## src/rtl/gray_pkg.sv

```systemverilog
// rtl/gray_pkg.sv - shared Gray-code helpers and defaults
//
// Contents:
//   GRAY_DEFAULT_WIDTH : default counter width
//   to_gray(bin)       : binary to reflected Gray code, bin ^ (bin >> 1)
package gray_pkg;

    localparam int GRAY_DEFAULT_WIDTH = 4;

    // Operates on a 32-bit container so callers of any width up to 32 can
    // zero-extend into it; the high bits of the result stay zero.
    function automatic logic [31:0] to_gray(input logic [31:0] bin);
        return bin ^ (bin >> 1);
    endfunction

endpackage

```

## src/rtl/binary_to_gray.sv

```systemverilog
// rtl/binary_to_gray.sv - combinational binary to Gray-code converter
//
// Ports:
//   bin  : input  [WIDTH-1:0] binary value
//   gray : output [WIDTH-1:0] reflected Gray code of bin
module binary_to_gray #(
    parameter int WIDTH = 4
) (
    input  logic [WIDTH-1:0] bin,
    output logic [WIDTH-1:0] gray
);

    // Each Gray bit is the XOR of a binary bit and its upper neighbour; the
    // MSB passes straight through.
    assign gray = bin ^ (bin >> 1);

endmodule

```

## src/rtl/gray_counter.sv

```systemverilog
// rtl/gray_counter.sv - registered up/down Gray-code counter with load and wrap
//
// Ports:
//   clk      : input             rising-edge clock
//   rst_n    : input             asynchronous active-low reset
//   en       : input             count enable, one step per clock
//   up_dn    : input             1 = increment, 0 = decrement
//   load     : input             synchronous load of load_val, overrides en
//   load_val : input [WIDTH-1:0] binary value to load
//   bin_out  : output[WIDTH-1:0] registered binary count
//   gray_out : output[WIDTH-1:0] registered Gray code of bin_out
//   wrap     : output            one-cycle pulse when the count wraps
module gray_counter
    import gray_pkg::*;
#(
    parameter int WIDTH = GRAY_DEFAULT_WIDTH
) (
    input  logic             clk,
    input  logic             rst_n,
    input  logic             en,
    input  logic             up_dn,
    input  logic             load,
    input  logic [WIDTH-1:0] load_val,
    output logic [WIDTH-1:0] bin_out,
    output logic [WIDTH-1:0] gray_out,
    output logic             wrap
);

    localparam logic [WIDTH-1:0] ONE = {{(WIDTH-1){1'b0}}, 1'b1};

    logic [WIDTH-1:0] bin_next;
    logic [WIDTH-1:0] gray_next;
    logic             wrap_next;

    // Next-state mux: load beats en beats hold. Wrap is decided from the
    // current count so it lands in the same cycle as the wrapped value.
    always_comb begin
        bin_next  = bin_out;
        wrap_next = 1'b0;
        if (load) begin
            bin_next = load_val;
        end else if (en) begin
            if (up_dn) begin
                bin_next  = bin_out + ONE;
                wrap_next = &bin_out;
            end else begin
                bin_next  = bin_out - ONE;
                wrap_next = ~|bin_out;
            end
        end
    end

    // Gray is taken from the same next-binary value and registered alongside
    // it, so gray_out is a pure flop output and always matches bin_out.
    binary_to_gray #(
        .WIDTH (WIDTH)
    ) u_binary_to_gray (
        .bin  (bin_next),
        .gray (gray_next)
    );

    always_ff @(posedge clk or negedge rst_n) begin
        if (!rst_n) begin
            bin_out  <= '0;
            gray_out <= '0;
            wrap     <= 1'b0;
        end else begin
            bin_out  <= bin_next;
            gray_out <= gray_next;
            wrap     <= wrap_next;
        end
    end

endmodule

```

## config.mk

```make
export PLATFORM = sky130hd
export DESIGN_NAME = gray_counter
export DESIGN_NICKNAME = d
export VERILOG_FILES = /design/src/rtl/gray_pkg.sv /design/src/rtl/binary_to_gray.sv /design/src/rtl/gray_counter.sv
export SDC_FILE = /design/constraint.sdc
export NUM_CORES = 1
export LEC_CHECK = 0
export ABC_AREA = 1
export CORE_AREA = 3 3 40 42
export CTS_CLUSTER_DIAMETER = 60
export DETAILED_ROUTE_END_ITERATION = 10
export DIE_AREA = 0 0 43 45
export PLACE_DENSITY = 0.64
export SYNTH_ARGS = -nofsm -noshare
export SYNTH_HDL_FRONTEND = slang
export SYNTH_SLANG_ARGS = --single-unit
```

## constraint.sdc

```tcl
create_clock -name clk -period 1.9 [get_ports clk]
set_input_delay 0.57 -clock clk [delete_from_list [all_inputs] [get_ports clk]]
set_output_delay 0.57 -clock clk [all_outputs]
set_load 0.005 [all_outputs]
```

; Yosys cells after proc, flatten, opt, wreduce, memory -nomap -nowiden
; Cells that the tools add are included.
[totals]
regBits = 9
inputBits = 9
output_inout_bits = 9
word_cells = 15
[classes]
addsub = 2
n_mux = 6
n_bitwise = 1
n_reduce_logical = 3
[ops]
columns = operator, n
row1 = 2-to-1 mux 4 bit, 3
row2 = adder 4 x 1 -> 4 bit (second input constant), 1
row3 = AND reduction 4 bit, 1
row4 = OR reduction 4 bit, 1
row5 = subtractor 4 x 1 -> 4 bit (second input constant), 1
row6 = bitwise XOR 4 x 3 -> 4 bit, 1
row7 = 2-to-1 mux 1 bit, 3
row8 = logical NOT 1 bit, 1

; Longest topological paths before layout
; Gate-level depths: netlist of run 1.
[logic_depth]
ltp_word = 5
mapped_depth = 11
ltp_nobuf = 11

; Cells and area by module
; A second synthesis of run 1 with hierarchy kept.
[unflattened]
cells_unflattened = 68
hier_area_um2 = 505.5
[by_module_without_submodules]
columns = mod, instances, cells_each, area_each_um2, seq_area_each_um2
row1 = gray_counter, 1, 54, 449.2, 225.2
row2 = binary_to_gray, 1, 14, 56.3, 0.0

; Worst setup path after synthesis of run 1
; No wires, ideal clock.
[synth_path]
kind = in2reg
start = input port up_dn
end = register gray_out[1]
setup_time_ns = 0.130
arrival_ns = 1.544
t_required_ns = 1.770
setup_slack_ns = 0.225
path_stages = 7
n_path_buf = 0
cell_sequence = inv_2 > fa_1 > nand2_1 > nand2_1 > nand2_1 > o21a_2 > xor2_1
[synth_via]
elab_chain_len = 4
[synth_lines]
columns = item, line
row1 = start: declaration, gray_counter.sv:21  ; input logic up_dn,
row2 = 2-to-1 mux 4 bit, gray_counter.sv:43  ; if (up_dn) begin
row3 = 2-to-1 mux 4 bit, gray_counter.sv:42  ; end else if (en) begin
row4 = 2-to-1 mux 4 bit, gray_counter.sv:40  ; if (load) begin
row5 = bitwise XOR 4 x 3 -> 4 bit, binary_to_gray.sv:15  ; assign gray = bin ^ (bin >> 1);
row6 = named net gray_next[1], gray_counter.sv:32  ; logic [WIDTH-1:0] gray_next;
row7 = end signal: assignment, gray_counter.sv:69  ; gray_out <= gray_next;
row8 = end: declaration, gray_counter.sv:25  ; output logic [WIDTH-1:0] gray_out,
; The timed path passes the listed nets, and every way through them passes these cells.

; Worst setup path in the final report of run 1
[layout_path]
start = register bin_out[0]
end = output port bin_out[0]
[layout_lines]
columns = item, line
row1 = start: declaration, gray_counter.sv:24  ; output logic [WIDTH-1:0] bin_out,
row2 = start signal: assignment, gray_counter.sv:68  ; bin_out <= bin_next;
; No word-level cell between the ends.

==> qor.yml, run 1 <==
worst_setup_path:
  timing.rr.end: "gray_out[1]"
  crit_family: "buffers and inverters"
  cp_max_fo: 6
  r2r_start: "bin_out[0]"
  ff2ff_path_depth: 6
  r2r_slack_ps: 330
  critPathLaunchType: "register"
  cp-startpoint: "bin_out[0]"
  critPathCaptureType: "output pin"
  cp.required_ps: 1330
  slowest_delay_ps: 550
  path_cells: "clkdlybuf4s50_1"
  crit_type: "register to output pin"
  crit_cells: 1
  arrival_ps: 1260
  slowest_stage: "clkdlybuf4s50_1"
  path_buf_inv: 1
final_layout:
  area_growth_pct: 48.1
  nNetsFinal: 97
  drive_above_1_share: 0.181
  fillers: 137
  diodes: 0
floorplanning:
  num_rows: 13
  core_mm2: 0.00128
  start_util: 0.377
  die_h_um: 45
  die_area_mm2: 0.00194
  fp.dieW_um: 43
  io_pins: 18
global_route:
  grt_pass1_vias: 438
  grt-busiest-layer: "met2"
  grt_max_degree: 9
  gr-total-overflow: 0
  antenna_found_initial: 0
  use_met2: 0.231
  grtUsageTotal: 0.123
  use_met3: 0.0598
  grt_pass1_wl_um: 1780
  grt_use_met1: 0.135
timing:
  max_slew.worst_pin.slew_ps: 342
  skew_ps: 5.37
  setup_viol: 0
  hold_violations: 0
  slew_headroom: 0.771
  min_period_ps: 1830
  rsz0062_at_grt: "no"
  layout_worst_path_cycle_share: 0.966
  fin_setup_tns_ps: 0
  hold_ws_ps: 590
  drv_slew: 0
  fmax_mhz: 545
power:
  finalPower_w: 0.000530
  power.density_mw_per_mm2: 740
  p_leak_nw: 0.355
  peakVddDrop_mv: 0.520
yosys:
  yosys.area.top_type: "dfrtp_1"
  synth-seq-cells: 8
  syn_inst: 60
  avgSynthCellArea_um2: 8.07
  synthArstFlopShare: 1.00
  ys_top_cells_by_count: "17 x nand2_1, 8 x dfrtp_1, 5 x inv_1, 5 x inv_2"
  syn_area_um2: 484
  ys_types: 20
  yosys_warnings: 0
  synth.area.top_cells: "dfrtp_1 41%, nand2_1 13%, ha_1 5.2%"
  synth.most_common_cell: "nand2_1"
  synth_top_area_frac: 0.413
  synth_fp_nets: 72
  synth_edf_count: 0
  synth-main-ff-cell: "dfrtp_1"
  synth-seq-area-share: 0.413
routing:
  routed_wl_um: 976
  viasPerCell: 4.54
  drt_iter0_markers: 1
  post_drt_wl_per_cell_um: 9.96
  ant_nets: 0
  drc: 0
  vias: 445
  dr.pass1.iters: 2
clocking:
  cts_tree: "built"
  cts_sinks: 8
  cts_buffers: 3
  clk_latency_ps: 250
  htree_num_levels: 1
  clkTransAtPathRegs_ps: 50
  clock_path_buffers: 2
  cts_root_buf: "clkbuf_4"
min_path:
  holdCritPathClass: "input pin to async pin"
placed_design:
  routabilityCongestion: 0.782
  dp_hpwl_um: 826
  numPortBuffers: 17
status:
  outcome: "finished clean"
run:
  drv_cap: 0
## placed cells by master (no fill, tap or decap)
| cell type | n |
|---|---|
| o21ai_2 | 1 |
| inv_1 | 5 |
| or2_1 | 1 |
| or2_2 | 1 |
| nand3_1 | 3 |
| o21ai_1 | 2 |
| xnor2_1 | 1 |
| nor3_1 | 2 |
| fa_1 | 1 |
| clkdlybuf4s50_1 | 16 |
| dlygate4sd2_1 | 1 |
| clkbuf_4 | 3 |
| nand2_1 | 17 |
| nor2_1 | 2 |
| xor2_1 | 2 |
| o211ai_1 | 1 |
| a21oi_1 | 3 |
| a41oi_1 | 1 |
| dfrtp_1 | 8 |
| buf_4 | 4 |
| ha_1 | 2 |
| inv_2 | 5 |
| o21a_2 | 1 |
## worst max path at each step
stage	end	slack [ps]
6_report	bin_out[0]	70
5_1_grt	bin_out[0]	4
4_1_cts	bin_out[0]	50
3_5_place_dp	gray_out[1]	-350
3_3_place_gp	gray_out[1]	-350
2_1_floorplan	gray_out[1]	230
## logic make-up (layout without fill, tap and decap cells)
group	Yosys count	after routing	share of synthesized area
XOR/XNOR	3	3	0.0543
AO/OA/AOI/OAI	9	9	0.121
buffers and inverters	11	34	0.0930
flip-flops	8	8	0.413
adder cells (fa/ha/maj)	3	3	0.0930
AND/OR/NAND/NOR	26	26	0.225
## metal layers
layer  share of wire  vias to the layer above
li1                -                      238
met1            0.41                      193
met2            0.50                       14
met3           0.091                        0
met4               0                        0
met5               0                        -
## cell type report
| class | instances | area [um2] | area share |
|---|---|---|---|
| repair buffers | 21 | 199 | 0.277 |
| well taps | 15 | 18.8 | 0.0262 |
| clock buffers | 3 | 22.5 | 0.0314 |
| inverters | 10 | 37.5 | 0.0524 |
| multi-input cells | 41 | 239 | 0.333 |
| flip-flops and latches | 8 | 200 | 0.279 |
## report_power, final
group / leakage, nW / switching [W] / internal, W
registers: 0.0952 / 0.0000227 / 0.000197
clock network: 0.0138 / 0.0000499 / 0.0000717
logic: 0.246 / 0.0000777 / 0.000112
## flip-flops by register name (all words and copies together) (netlist names)
name,count
bin_out,4
gray_out,3
wrap,1
## through the flow
step / util / cells / setup slack, ps / instance area [um2]
after global routing: 0.558 / 98 / 4.02 / 717
after CTS: 0.558 / 98 / 47.5 / 717
after global placement: 0.541 / 95 / -347 / 696
after detailed placement: 0.541 / 95 / -348 / 696
after floorplan: - / 60 / 225 / 484
final: 0.558 / 98 / 65.0 / 717
## what timing repair did
item / 4_1_cts / 5_1_grt
setup endpoints to repair: 4 / 0
hold buffers: 0 / 0
gates resized for setup: 1 / 0
buffers inserted: 0 / 0
(Power assumes the default switching activity.)
==> inputs of run 2 (changes only) <==
- DONT_BUFFER_PORTS: default -> 1
- GPL_TIMING_DRIVEN: default -> 0
- PLACE_DENSITY: 0.64 -> 0.46
- RECOVER_POWER: default -> 50
==> run 2 against run 1 <==
Register-to-register slack lost 20 ps; sequential share of layout area grew 9.5 points; clock-buffer cell count is the same; sequential power grew 4%; setup slack gained 250 ps; final area shrank 25%; highest routed layer unchanged.
==> qor.yml, run 2 (synthesis results as in run 1) <==
worst_setup_path:
  r2r_start: "bin_out[0]"  # unchanged
  cp.required_ps: 2020  # was 1330 ps
  crit_type: "register to register"  # was register to output pin
  slowest_stage: "fa_1"  # was clkdlybuf4s50_1
  arrival_ps: 1710  # was 1260 ps
  critPathLaunchType: "register"  # unchanged
  worst_path_most_repeated_cell: "nand2_1"
  path_cells: "fa_1 -> nand2_1 -> nand2_1 -> nand2_1 -> o21a_2 -> xor2_1"  # was clkdlybuf4s50_1
  critPathCaptureType: "register"  # was output pin
  r2r_slack_ps: 310  # was 330 ps
  cp_max_fo: 6  # unchanged
  slowest_delay_ps: 550  # about the same
  cp-startpoint: "bin_out[0]"  # unchanged
timing:
  fmax_mhz: 631  # was 545 MHz
  min_period_ps: 1590  # was 1830 ps
  setup_viol: 0  # unchanged
  fin_setup_tns_ps: 0  # unchanged
  hold_violations: 0  # unchanged
  max_slew.worst_pin.slew_ps: 281  # was 342 ps
  slew_headroom: 0.811  # was 0.771
  skew_ps: 2.12  # was 5.37 ps
  layout_worst_path_cycle_share: 0.834  # was 0.966
  hold_ws_ps: 18.2  # was 590 ps
  rsz0062_at_grt: "no"  # unchanged
  drv_slew: 0  # unchanged
placed_design:
  post_dp_cell_area_um2: 503  # was 696 um2
  dp_hpwl_um: 766  # was 826 um
  routabilityCongestion: 0.665  # was 0.782
  numPortBuffers: 0  # was 17
final_layout:
  fillers: 150  # was 137
  top_regs: "bin_out x4, gray_out x3, wrap x1"  # unchanged
  largest_reg_flops: 4  # unchanged
  diodes: 0  # unchanged
  final_util: 0.417  # was 0.558
  area_growth_pct: 10.6  # was 48.1%
  layout_common_cells: "17 x nand2_1, 8 x dfrtp_1, 5 x inv_2, 5 x inv_1"  # was 17 x nand2_1, 16 x clkdlybuf4s50_1, 8 x dfrtp_1
  drive_above_1_share: 0.188  # was 0.181
  nNetsFinal: 78  # was 97
  top_register: "bin_out"  # unchanged
  stdcell_area_um2: 536  # was 717 um2
  layout_commonest_cell: "nand2_1"  # unchanged
clocking:
  cts_sinks: 8  # unchanged
  clk_latency_ps: 250  # about the same
  ctsResizeCount: 0  # was 1
  cts_buffers: 3  # unchanged
  htree_num_levels: 1  # unchanged
  cts_root_buf: "clkbuf_4"  # unchanged
  clock_path_buffers: 2  # unchanged
  cts_tree: "built"  # unchanged
  post_cts_buffers: 0  # unchanged
  holdBufCountCts: 0  # unchanged
  clkTransAtPathRegs_ps: 50  # about the same
floorplanning:
  die_h_um: 45  # unchanged
  num_rows: 13  # unchanged
  fp.dieW_um: 43  # unchanged
  core_mm2: 0.00128  # unchanged
  io_pins: 18  # unchanged
  die_area_mm2: 0.00194  # unchanged
  start_util: 0.377  # unchanged
power:
  finalPower_w: 0.000454  # was 0.000530 W
  power.density_mw_per_mm2: 848  # was 740 mW/mm2
  peakVddDrop_mv: 0.466  # was 0.520 mV
  p_leak_nw: 0.277  # was 0.355 nW
run:
  drv_cap: 0  # unchanged
global_route:
  grt_max_degree: 9  # unchanged
  grt_pass1_wl_um: 1580  # was 1780 um
  antenna_found_initial: 0  # unchanged
  grtUsageTotal: 0.112  # was 0.123
  gr-total-overflow: 0  # unchanged
  grt_pass1_vias: 339  # was 438
status:
  outcome: "finished clean"  # unchanged
routing:
  vias: 389  # was 445
  viasPerCell: 4.92  # was 4.54
  routed_wl_um: 926  # was 976 um
  drt_iter0_markers: 1  # unchanged
  ant_nets: 0  # unchanged
  post_drt_wl_per_cell_um: 11.7  # was 9.96 um
  drc: 0  # unchanged
  dr.pass1.iters: 2  # unchanged
min_path:
  holdCritPathClass: "input pin to async pin"  # unchanged
-- run 2: cell types whose count changed in the layout (fill, tap and decap cells not counted), sizes merged --
cell	change
buf	-3
clkdlybuf4s50	-16
dlygate4sd2	-1
dlygate4sd3	+1
-- run 2: final timing paths --
check                               to  cells past startpoint
max                        gray_out[1]                      6
min                               wrap                      0
max reg2reg                gray_out[1]                      6
min reg2reg                       wrap                      3
max in group asynchronous  gray_out[0]                      1
min in group clk            bin_out[2]                      2
-- run 2: worst max-delay path: cells and delay by family, from the launching register on --
family / cells / cell delay, ps
compound gates: 1 / 140
simple gates: 3 / 140
fa+ha+maj: 1 / 550
flops: 1 / 470
xor+xnor: 1 / 160
-- run 2: metrics by stage --
step,setup WS [ps],std cells
floorplan,225,60
global placement,154,75
detailed placement,172,75
CTS,298,78
global route,222,79
finish,315,79
-- run 2: area by class of cell --
class	count	area, um2	area share
flip-flops and latches	8	200	0.374
multi-input cells	41	239	0.446
inverters	10	37.5	0.0701
repair buffers	1	10.0	0.0187
clock buffers	3	22.5	0.0421
plain buffers	1	7.51	0.0140
well taps	15	18.8	0.0350
-- run 2: power by group --
group | total, W | internal, W | leakage, nW | switching [W]
clock | 0.000122 | 0.0000718 | 0.0138 | 0.0000506
sequential | 0.000227 | 0.000197 | 0.0952 | 0.0000297
combinational | 0.000105 | 0.0000483 | 0.168 | 0.0000569
-- run 2: per-layer routing --
layer,share of wire,vias to the layer above,global-route usage
met3,0.11,0,0.0717
met1,0.42,177,0.136
met2,0.47,14,0.171
met5,0,-,0
met4,0,0,0.0181
li1,-,198,-
